<file path="src/rtl/wlan_rx_pkg.sv">
// Shared types and constants for the 802.11a RX back end (descrambler to MAC).
package wlan_rx_pkg;

    typedef enum logic [1:0] {
        IDLE,
        SERVICE,
        DATA
    } rx_state_e;

    localparam int unsigned SERVICE_BITS  = 16;
    localparam int unsigned BYTE_BITS     = 8;
    localparam int unsigned LEN_W_DEFAULT = 12;

endpackage

</file>
<file path="src/rtl/rx_bit_packer.sv">
// LSB-first serial-to-byte packer: bit_cnt selects the slot for each new bit and
// byte_ready flags the bit that completes a byte, with the full byte on byte_next.
module rx_bit_packer
    import wlan_rx_pkg::*;
(
    input  logic                 clk,
    input  logic                 reset,
    input  logic                 clear,
    input  logic                 shift_en,
    input  logic                 bit_in,
    output logic [BYTE_BITS-1:0] byte_next,
    output logic                 byte_ready
);

    localparam int unsigned CNT_W = $clog2(BYTE_BITS);

    logic [CNT_W-1:0]     bit_cnt_q;
    logic [BYTE_BITS-1:0] sr_q;

    // Byte as it will look once the current bit lands, so the completing bit is visible
    // in the same cycle it is accepted.
    always_comb begin
        byte_next            = sr_q;
        byte_next[bit_cnt_q] = bit_in;
    end

    assign byte_ready = shift_en && (bit_cnt_q == CNT_W'(BYTE_BITS - 1));

    always_ff @(posedge clk or posedge reset) begin
        if (reset) begin
            bit_cnt_q <= '0;
            sr_q      <= '0;
        end else if (clear) begin
            bit_cnt_q <= '0;
            sr_q      <= '0;
        end else if (shift_en) begin
            bit_cnt_q <= bit_cnt_q + 1'b1;
            sr_q      <= byte_next;
        end
    end

endmodule

</file>
<file path="src/rtl/rx_psdu_packer.sv">
// Strips the 16-bit SERVICE field and packs PSDU bits LSB-first into bytes for the MAC.
// Define SERVICE_CHECK_EN to flag any non-zero SERVICE bit on service_err.
module rx_psdu_packer
    import wlan_rx_pkg::*;
#(
    parameter int unsigned LEN_W = LEN_W_DEFAULT
) (
    input  logic                 clk,
    input  logic                 reset,
    input  logic                 start,
    input  logic [LEN_W-1:0]     psdu_len,
    input  logic                 bit_in,
    input  logic                 bit_valid,
    output logic [BYTE_BITS-1:0] byte_out,
    output logic                 byte_valid,
    output logic                 byte_last,
    output logic                 done,
    output logic                 busy,
    output logic                 service_err
);

    localparam int unsigned SVC_CNT_W = $clog2(SERVICE_BITS);

    rx_state_e            state_q, state_d;
    logic [SVC_CNT_W-1:0] svc_cnt_q, svc_cnt_d;
    logic [LEN_W-1:0]     len_q;
    logic [LEN_W-1:0]     byte_cnt_q, byte_cnt_d, byte_cnt_inc;
    logic                 valid_d, last_d, done_d;
    logic                 shift_en, clear;
    logic [BYTE_BITS-1:0] byte_next;
    logic                 byte_ready;

    rx_bit_packer u_bit_packer (
        .clk        (clk),
        .reset      (reset),
        .clear      (clear),
        .shift_en   (shift_en),
        .bit_in     (bit_in),
        .byte_next  (byte_next),
        .byte_ready (byte_ready)
    );

    assign byte_cnt_inc = byte_cnt_q + 1'b1;

    always_comb begin
        state_d    = state_q;
        svc_cnt_d  = svc_cnt_q;
        byte_cnt_d = byte_cnt_q;
        valid_d    = 1'b0;
        last_d     = 1'b0;
        done_d     = 1'b0;
        shift_en   = 1'b0;
        clear      = 1'b0;
        unique case (state_q)
            IDLE: begin
                // A bit arriving alongside start belongs to no frame yet.
                if (start) begin
                    state_d    = SERVICE;
                    svc_cnt_d  = '0;
                    byte_cnt_d = '0;
                    clear      = 1'b1;
                end
            end
            SERVICE: begin
                if (bit_valid) begin
                    svc_cnt_d = svc_cnt_q + 1'b1;
                    if (svc_cnt_q == SVC_CNT_W'(SERVICE_BITS - 1)) begin
                        if (len_q == '0) begin
                            state_d = IDLE;
                            done_d  = 1'b1;
                        end else begin
                            state_d = DATA;
                        end
                    end
                end
            end
            DATA: begin
                shift_en = bit_valid;
                if (byte_ready) begin
                    valid_d    = 1'b1;
                    byte_cnt_d = byte_cnt_inc;
                    if (byte_cnt_inc == len_q) begin
                        last_d  = 1'b1;
                        done_d  = 1'b1;
                        state_d = IDLE;
                    end
                end
            end
            default: state_d = IDLE;
        endcase
    end

    always_ff @(posedge clk or posedge reset) begin
        if (reset) begin
            state_q    <= IDLE;
            svc_cnt_q  <= '0;
            byte_cnt_q <= '0;
            len_q      <= '0;
            byte_out   <= '0;
            byte_valid <= 1'b0;
            byte_last  <= 1'b0;
            done       <= 1'b0;
        end else begin
            state_q    <= state_d;
            svc_cnt_q  <= svc_cnt_d;
            byte_cnt_q <= byte_cnt_d;
            byte_valid <= valid_d;
            byte_last  <= last_d;
            done       <= done_d;
            if (state_q == IDLE && start) begin
                len_q <= psdu_len;
            end
            if (valid_d) begin
                byte_out <= byte_next;
            end
        end
    end

    // The state register already drops to IDLE on the edge that raises done.
    assign busy = (state_q != IDLE);

`ifdef SERVICE_CHECK_EN
    logic err_q;

    always_ff @(posedge clk or posedge reset) begin
        if (reset) begin
            err_q <= 1'b0;
        end else if (state_q == IDLE && start) begin
            err_q <= 1'b0;
        end else if (state_q == SERVICE && bit_valid && bit_in) begin
            err_q <= 1'b1;
        end
    end

    assign service_err = err_q;
`else
    assign service_err = 1'b0;
`endif

endmodule

</file>
<file path="config.mk">
export PLATFORM = sky130hd
export DESIGN_NAME = rx_psdu_packer
export DESIGN_NICKNAME = d
export VERILOG_FILES = /design/src/rtl/wlan_rx_pkg.sv /design/src/rtl/rx_bit_packer.sv /design/src/rtl/rx_psdu_packer.sv
export SDC_FILE = /design/constraint.sdc
export NUM_CORES = 1
export LEC_CHECK = 0
export BUFFER_PORTS_ARGS = -buffer_cell sky130_fd_sc_hd__buf_4
export CAP_MARGIN = 20
export CORE_MARGIN = 10
export CORE_UTILIZATION = 60
export DETAILED_ROUTE_END_ITERATION = 8
export PLACE_DENSITY_LB_ADDON = 0.05
export SYNTH_ARGS = -nofsm -noshare
export SYNTH_HDL_FRONTEND = slang
export SYNTH_SLANG_ARGS = --single-unit
</file>
<file path="constraint.sdc">
create_clock -name clk -period 7.5 [get_ports clk]
set_clock_uncertainty 0.2 [all_clocks]
set_input_delay 1.5 -clock clk [delete_from_list [all_inputs] [get_ports clk]]
set_output_delay 1.5 -clock clk [all_outputs]
set_load 0.005 [all_outputs]
</file>
# --- After elaboration in Yosys (flattened, before gate mapping) ---
# Cells that the tools add are included.
word_totals:
  ff_bits: 52
  input_bits: 17
  out_inout_bits: 13
classes:
  add_sub_neg: 3
  n_lt_le_gt_ge: 2
  eq_ne: 10
  mux: 32
  n_reduce_logical: 12
op_table:
  columns: ["operator", "n"]
  rows:
  - ["$mux W12", 2]
  - ["$pmux W12 S2", 1]
  - ["$mux W8", 2]
  - ["$add A12 B1 Y12 const B", 1]
  - ["$eq A12 B12 Y1", 1]
  - ["$logic_not A12 Y1", 1]
  - ["$mux W1", 12]
  - ["$mux W2", 6]
  - ["$ne A2 B2 Y1 const B", 5]
  - ["$bwmux W8", 1]
  - ["$mux W4", 2]
  - ["$pmux W4 S2", 1]
  - ["$reduce_bool A2 Y1", 4]
  - ["$mux W3", 2]
  - ["$pmux W2 S3", 1]
  - ["$reduce_and A3 Y1", 2]
  - ["$reduce_and A5 Y1", 1]
  - ["$add A4 B1 Y4 const B", 1]
  - ["$eq A4 B4 Y1 const B", 1]
  - ["$lt A3 B4 Y1 const B", 1]
  - ["$add A3 B1 Y3 const B", 1]
  - ["$demux W1 S3", 1]
  - ["$eq A3 B3 Y1 const B", 1]
  - ["$ge A3 B1 Y1 const B", 1]
  - ["other kinds (5)", 7]

# --- Logic depth before layout (Yosys ltp) ---
depth:
  ltp_word: 7
  mapped_depth: 9
  depth_no_buf: 9

# --- Cells and area by module ---
# From an unflattened synthesis, not the netlist that was laid out.
unflattened:
  hier_cells: 307
  hier_area_um2: 3156.8
modules_own_cells:
  columns: ["module", "instances", "cells_each", "area_per_inst_um2", "seq_area_each_um2"]
  rows:
  - ["rx_psdu_packer", 1, 239, 2351.0, 1026.0]
  - ["rx_bit_packer", 1, 68, 805.8, 275.3]

# --- Worst setup path before layout ---
# OpenSTA, ideal clock, no wires.
synth_path:
  path_type: "input to register"
  startpoint: "input bit_valid"
  endpoint: "register state_q[0]"
  arrival_ns: 3.047
  required_time_ns: 7.175
  setup_slack_ns: 4.128
  path_stages: 8
  path_buffers: 1
  cell_sequence: "buf_2 -> nand3_1 -> nor3_1 -> o211ai_1 -> nor4_2 -> nand4_4 -> a221oi_4 -> mux2_4"
synth_via:
  elab_chain_cells: 4
  elab_cells_between_ends: 5
  cone_classes: "eq/ne: 2; mux: 1; reduce/logical: 2"
synth_lines:
  columns: ["item", "line_no", "rtl"]
  rows:
  - ["start, declared", "rx_psdu_packer.sv:13", "input logic bit_valid,"]
  - ["$mux W1", "rx_psdu_packer.sv:54", "unique case (state_q)"]
  - ["$logic_and A1 B1 Y1", "rx_bit_packer.sv:27", "assign byte_ready = shift_en && (bit_cnt_q == CNT_W'(BYTE_BITS - 1));"]
  - ["$ne A2 B2 Y1 (no source line)", null, null]
  - ["$reduce_and A5 Y1 (no source line) (*)", null, null]
  - ["end signal, assigned", "rx_psdu_packer.sv:104", "state_q <= state_d;"]
  - ["end, declared", "rx_psdu_packer.sv:24", "rx_state_e state_q, state_d;"]
# Every way passes the cells marked *; elsewhere a longest branch is shown, timed or not.
# A chain may end at the register's enable or synchronous reset.

# --- Worst setup path after layout ---
# Same ends and word-level chain as after synthesis.

==> impl_results.md <==
* Status: finished clean
* Internal power component at 0.635 mW
* Async set-reset flop share out of synthesis at 100%
* Synth Register Bits at 52
* Peak VDD IR at 0.000208 V
* Top flip-flop cell by instance count after synthesis: sky130_fd_sc_hd__dfrtp_1
* R2r worst-path depth at 9
* Sequential cell area at 1300 sq um
* Area of the mapped netlist at 2920 sq um
* GRT Resource Usage Total at 14.7%
* Initial drt markers at 116
* Area share of the leading cell type in the synthesized netlist at 44.6%
* Fraction of the yosys area taken by sequential cells at 44.6%
* Leakage component of the power at 1.47 nW
* End of the worst register-to-register path: state_q[0]
* Total congestion overflow after global routing at 0
* Fraction of layout instances using a drive strength above 1 at 14.0%
* Worst Setup Start Kind: input port
* Summed negative setup slack over all endpoints at 0 ps
* Switch share at 35.9%
* Clock tree from TritonCTS: yes
* Via density per instance at 5.77
* Effective utilization at floorplan at 61.7%
* Number of buffers inserted by post-CTS setup repair at 0
* Unique cell type count in the Yosys netlist at 48
* Via count of the first global-routing pass at 2,099
* Die outline area at 8050 sq um
* Portion of total power attributed to sequential cells at 44.3%
* Yosys Warn Count at 0
* # DRC at 0
* Tmin final at 3730 ps
* Resized Gates After CTS at 0
* Chip Width at 89.7 um
* Mean Syn Cell Area at 9.75 sq um
* Root buffer cell: sky130_fd_sc_hd__clkbuf_8
* Final hold violations at 0
* Area of the placeable core at 4720 sq um
* RD Place Congestion at 0.833
* Number of diodes added for antenna fixing at 0
* Count of TritonRoute iterations in the first routing pass at 4
* Instance count of the mapped netlist at 299
* Cell accounting for the most synthesized area: sky130_fd_sc_hd__dfrtp_1
* Minimum setup slack among reg-to-reg paths at 4210 ps
* Reg2Reg Launch Point: state_q[0]
* Skew-Pair Late Insertion Delay at 300 ps
* Power density relative to cell area at 307 nW/um^2
* Area contributors post-synth: sky130_fd_sc_hd__dfrtp_1, sky130_fd_sc_hd__mux2_1, sky130_fd_sc_hd__mux2i_1, sky130_fd_sc_hd__nand2_1, sky130_fd_sc_hd__ha_1
* Hold Path Cell Cnt at 2
* Number of buffers added on ports at 28
* # rows at 25
* Top fanout value on the critical path at 22
* Chip height at 89.7 um
* Overall routed net length at 5960 um
* Fraction of power consumed by combinational cells at 36.7%
* Number of max-cap violations at 0
* Count of fill cells added during filler insertion at 396
* Global-route wire length before repair at 10,200 um
* P_sw at 0.355 mW
* Pins over their slew limit at 0
* Maximum number of pins on one net before global-route repair at 53
* Sort of element at the end of the critical path: flop
* Clock share of power at 19.0%
* Net Count, Synth at 324
* Multi-input combinational cell area at 1470 sq um
* Number of synthesized flops with an enable pin at 0
* Arrival time at the worst endpoint at 3720 ps
* Endpoints failing setup at 0
* Clock transition at the registers of the reported paths at 90 ps
* Hold wc startpoint: byte_out[4]
* DP HPWL at 4200 um
* Hold slack at 292 ps
* Critical path class: input port to flop
* Setup repair after global routing missed its margin: no
* IO Pins at 30
* CTS HTree Levels at 2
* Final clock period utilization by the worst path at 49.7%
* Number of nets with antenna violations after routing at 0
* TritonCTS buffer count at 5
* Critical path required time at 7490 ps
* Worst Hold End: byte_out[4]
* Area growth from synthesis to layout at 10.6%
* WL/cell at 15.6 um
* Sinks on the clock net at 52
* Clk buf depth at 2
* Count of vias placed by the detailed router at 2,205
* Post-CTS Hold Fix Bufs at 0
* Max transition margin at 30.9%
* Maximum achievable frequency at 268 MHz
* Initial antenna violation count at 0
* Classification of the worst-slack hold path: flop to flop
* Worst-Margin Slew at 1040 ps
* Number of nets in the layout at 339
metal layers:
layer,vias up,share of wire (%),GRT usage (%)
li1,1086,-,-
met1,1050,48,20.3
met2,61,46,22.3
met3,8,5.4,3.82
met4,0,1.0,3.37
met5,-,0,0
cell usage after synthesis (3+ instances only):
library cell,count
sky130_fd_sc_hd__nor2b_1,4
sky130_fd_sc_hd__inv_1,8
sky130_fd_sc_hd__clkbuf_1,12
sky130_fd_sc_hd__a31oi_1,5
sky130_fd_sc_hd__mux2_1,12
sky130_fd_sc_hd__mux2i_1,12
sky130_fd_sc_hd__o21ai_1,16
sky130_fd_sc_hd__nor4_1,4
sky130_fd_sc_hd__nor2_1,23
sky130_fd_sc_hd__buf_4,4
sky130_fd_sc_hd__nand2_1,30
sky130_fd_sc_hd__dfrtp_1,52
sky130_fd_sc_hd__and3_1,4
sky130_fd_sc_hd__nand3_1,10
sky130_fd_sc_hd__a211oi_1,8
sky130_fd_sc_hd__ha_1,8
sky130_fd_sc_hd__nor3_1,9
sky130_fd_sc_hd__nand4_1,5
sky130_fd_sc_hd__o31ai_1,7
sky130_fd_sc_hd__a21o_1,3
sky130_fd_sc_hd__nand2b_1,3
sky130_fd_sc_hd__a22o_1,3
sky130_fd_sc_hd__o21ai_0,11
sky130_fd_sc_hd__and2_1,4
sky130_fd_sc_hd__a21oi_1,4
sky130_fd_sc_hd__xnor2_1,10
worst max path at each step:
stage                       endpoint  startpoint  slack [ps]  cells after the start
after floorplan           state_q[0]   bit_valid        4130                      8
after global placement    state_q[0]   bit_valid        3570                      8
after detailed placement  state_q[0]   bit_valid        3450                      8
after CTS                 state_q[0]   bit_valid        3760                      8
after global routing      state_q[0]   bit_valid        3560                      8
final                     state_q[0]   bit_valid        3770                      8
logic make-up (layout without fill, tap and decap cells):
family / Yosys count / after routing / synth area share (%)
and+or+nand+nor: 105 / 105 / 18.8
AOI/OAI and AO/OA: 65 / 65 / 14.9
DFF: 52 / 52 / 44.6
buffers and inverters: 30 / 46 / 4.98
muxes: 25 / 25 / 9.27
xor gates and xnor gates: 12 / 12 / 3.61
adders and majority gates: 9 / 9 / 3.78
other: 1 / 1 / 0.129
flip-flops by register name (all words and copies together) (netlist names):
signal,count
byte_cnt_q,12
byte_last,1
byte_out,8
byte_valid,1
done,1
len_q,12
state_q,2
svc_cnt_q,4
u_bit_packer.bit_cnt_q,3
u_bit_packer.sr_q,8
layout make-up:
class / count / area share [%]
multi-input combinational: 217 / 45.5
sequential: 52 / 40.3
timing repair buffer: 29 / 7.14
tap: 67 / 2.60
clock buffer: 6 / 2.25
clock inverter: 2 / 1.09
inverter: 9 / 1.05
placed cells by master, fill, tap and decap left out, types with 5 or more instances in the layout:
cell type	count
sky130_fd_sc_hd__a31oi_1	5
sky130_fd_sc_hd__mux2i_1	12
sky130_fd_sc_hd__nor2_1	23
sky130_fd_sc_hd__ha_1	8
sky130_fd_sc_hd__a211oi_1	8
sky130_fd_sc_hd__buf_4	28
sky130_fd_sc_hd__o21ai_0	11
sky130_fd_sc_hd__clkbuf_8	5
sky130_fd_sc_hd__nor3_1	9
sky130_fd_sc_hd__nand3_1	10
sky130_fd_sc_hd__o31ai_1	7
sky130_fd_sc_hd__dfrtp_1	52
sky130_fd_sc_hd__nand2_1	30
sky130_fd_sc_hd__o21ai_1	16
sky130_fd_sc_hd__nand4_1	5
sky130_fd_sc_hd__xnor2_1	10
sky130_fd_sc_hd__mux2_1	12
sky130_fd_sc_hd__inv_1	7
critical path, stage by stage:
cell                       delay [ps]
sky130_fd_sc_hd__buf_4            130
sky130_fd_sc_hd__nand3_1          520
sky130_fd_sc_hd__nor3_1           380
sky130_fd_sc_hd__o211ai_1         140
sky130_fd_sc_hd__nor4_2           250
sky130_fd_sc_hd__nand4_4          160
sky130_fd_sc_hd__a221oi_4         300
sky130_fd_sc_hd__mux2_4           330
metrics by stage:
stage / worst slack (ps) / cell area, sq um / total power [mW] / util [%] / std cells
after floorplan: 4130 / 2920 / 0.704 / - / 299
after global placement: 3570 / 3100 / 0.797 / 65.6 / 373
after detailed placement: 3450 / 3100 / 0.808 / 65.6 / 373
after CTS: 3760 / 3210 / 0.997 / 67.9 / 381
after global routing: 3560 / 3230 / 1.07 / 68.3 / 382
final: 3770 / 3230 / 0.990 / 68.3 / 382
power by group through the flow:
stage                     logic, mW  clock network [mW]  registers (mW)
after detailed placement      0.364                   0           0.444
after global placement        0.356                   0           0.441
after global routing          0.410               0.207           0.452
final                         0.363               0.188           0.439
after CTS                     0.365               0.194           0.438
after floorplan               0.289                   0           0.415
(Power assumes the default switching activity.)
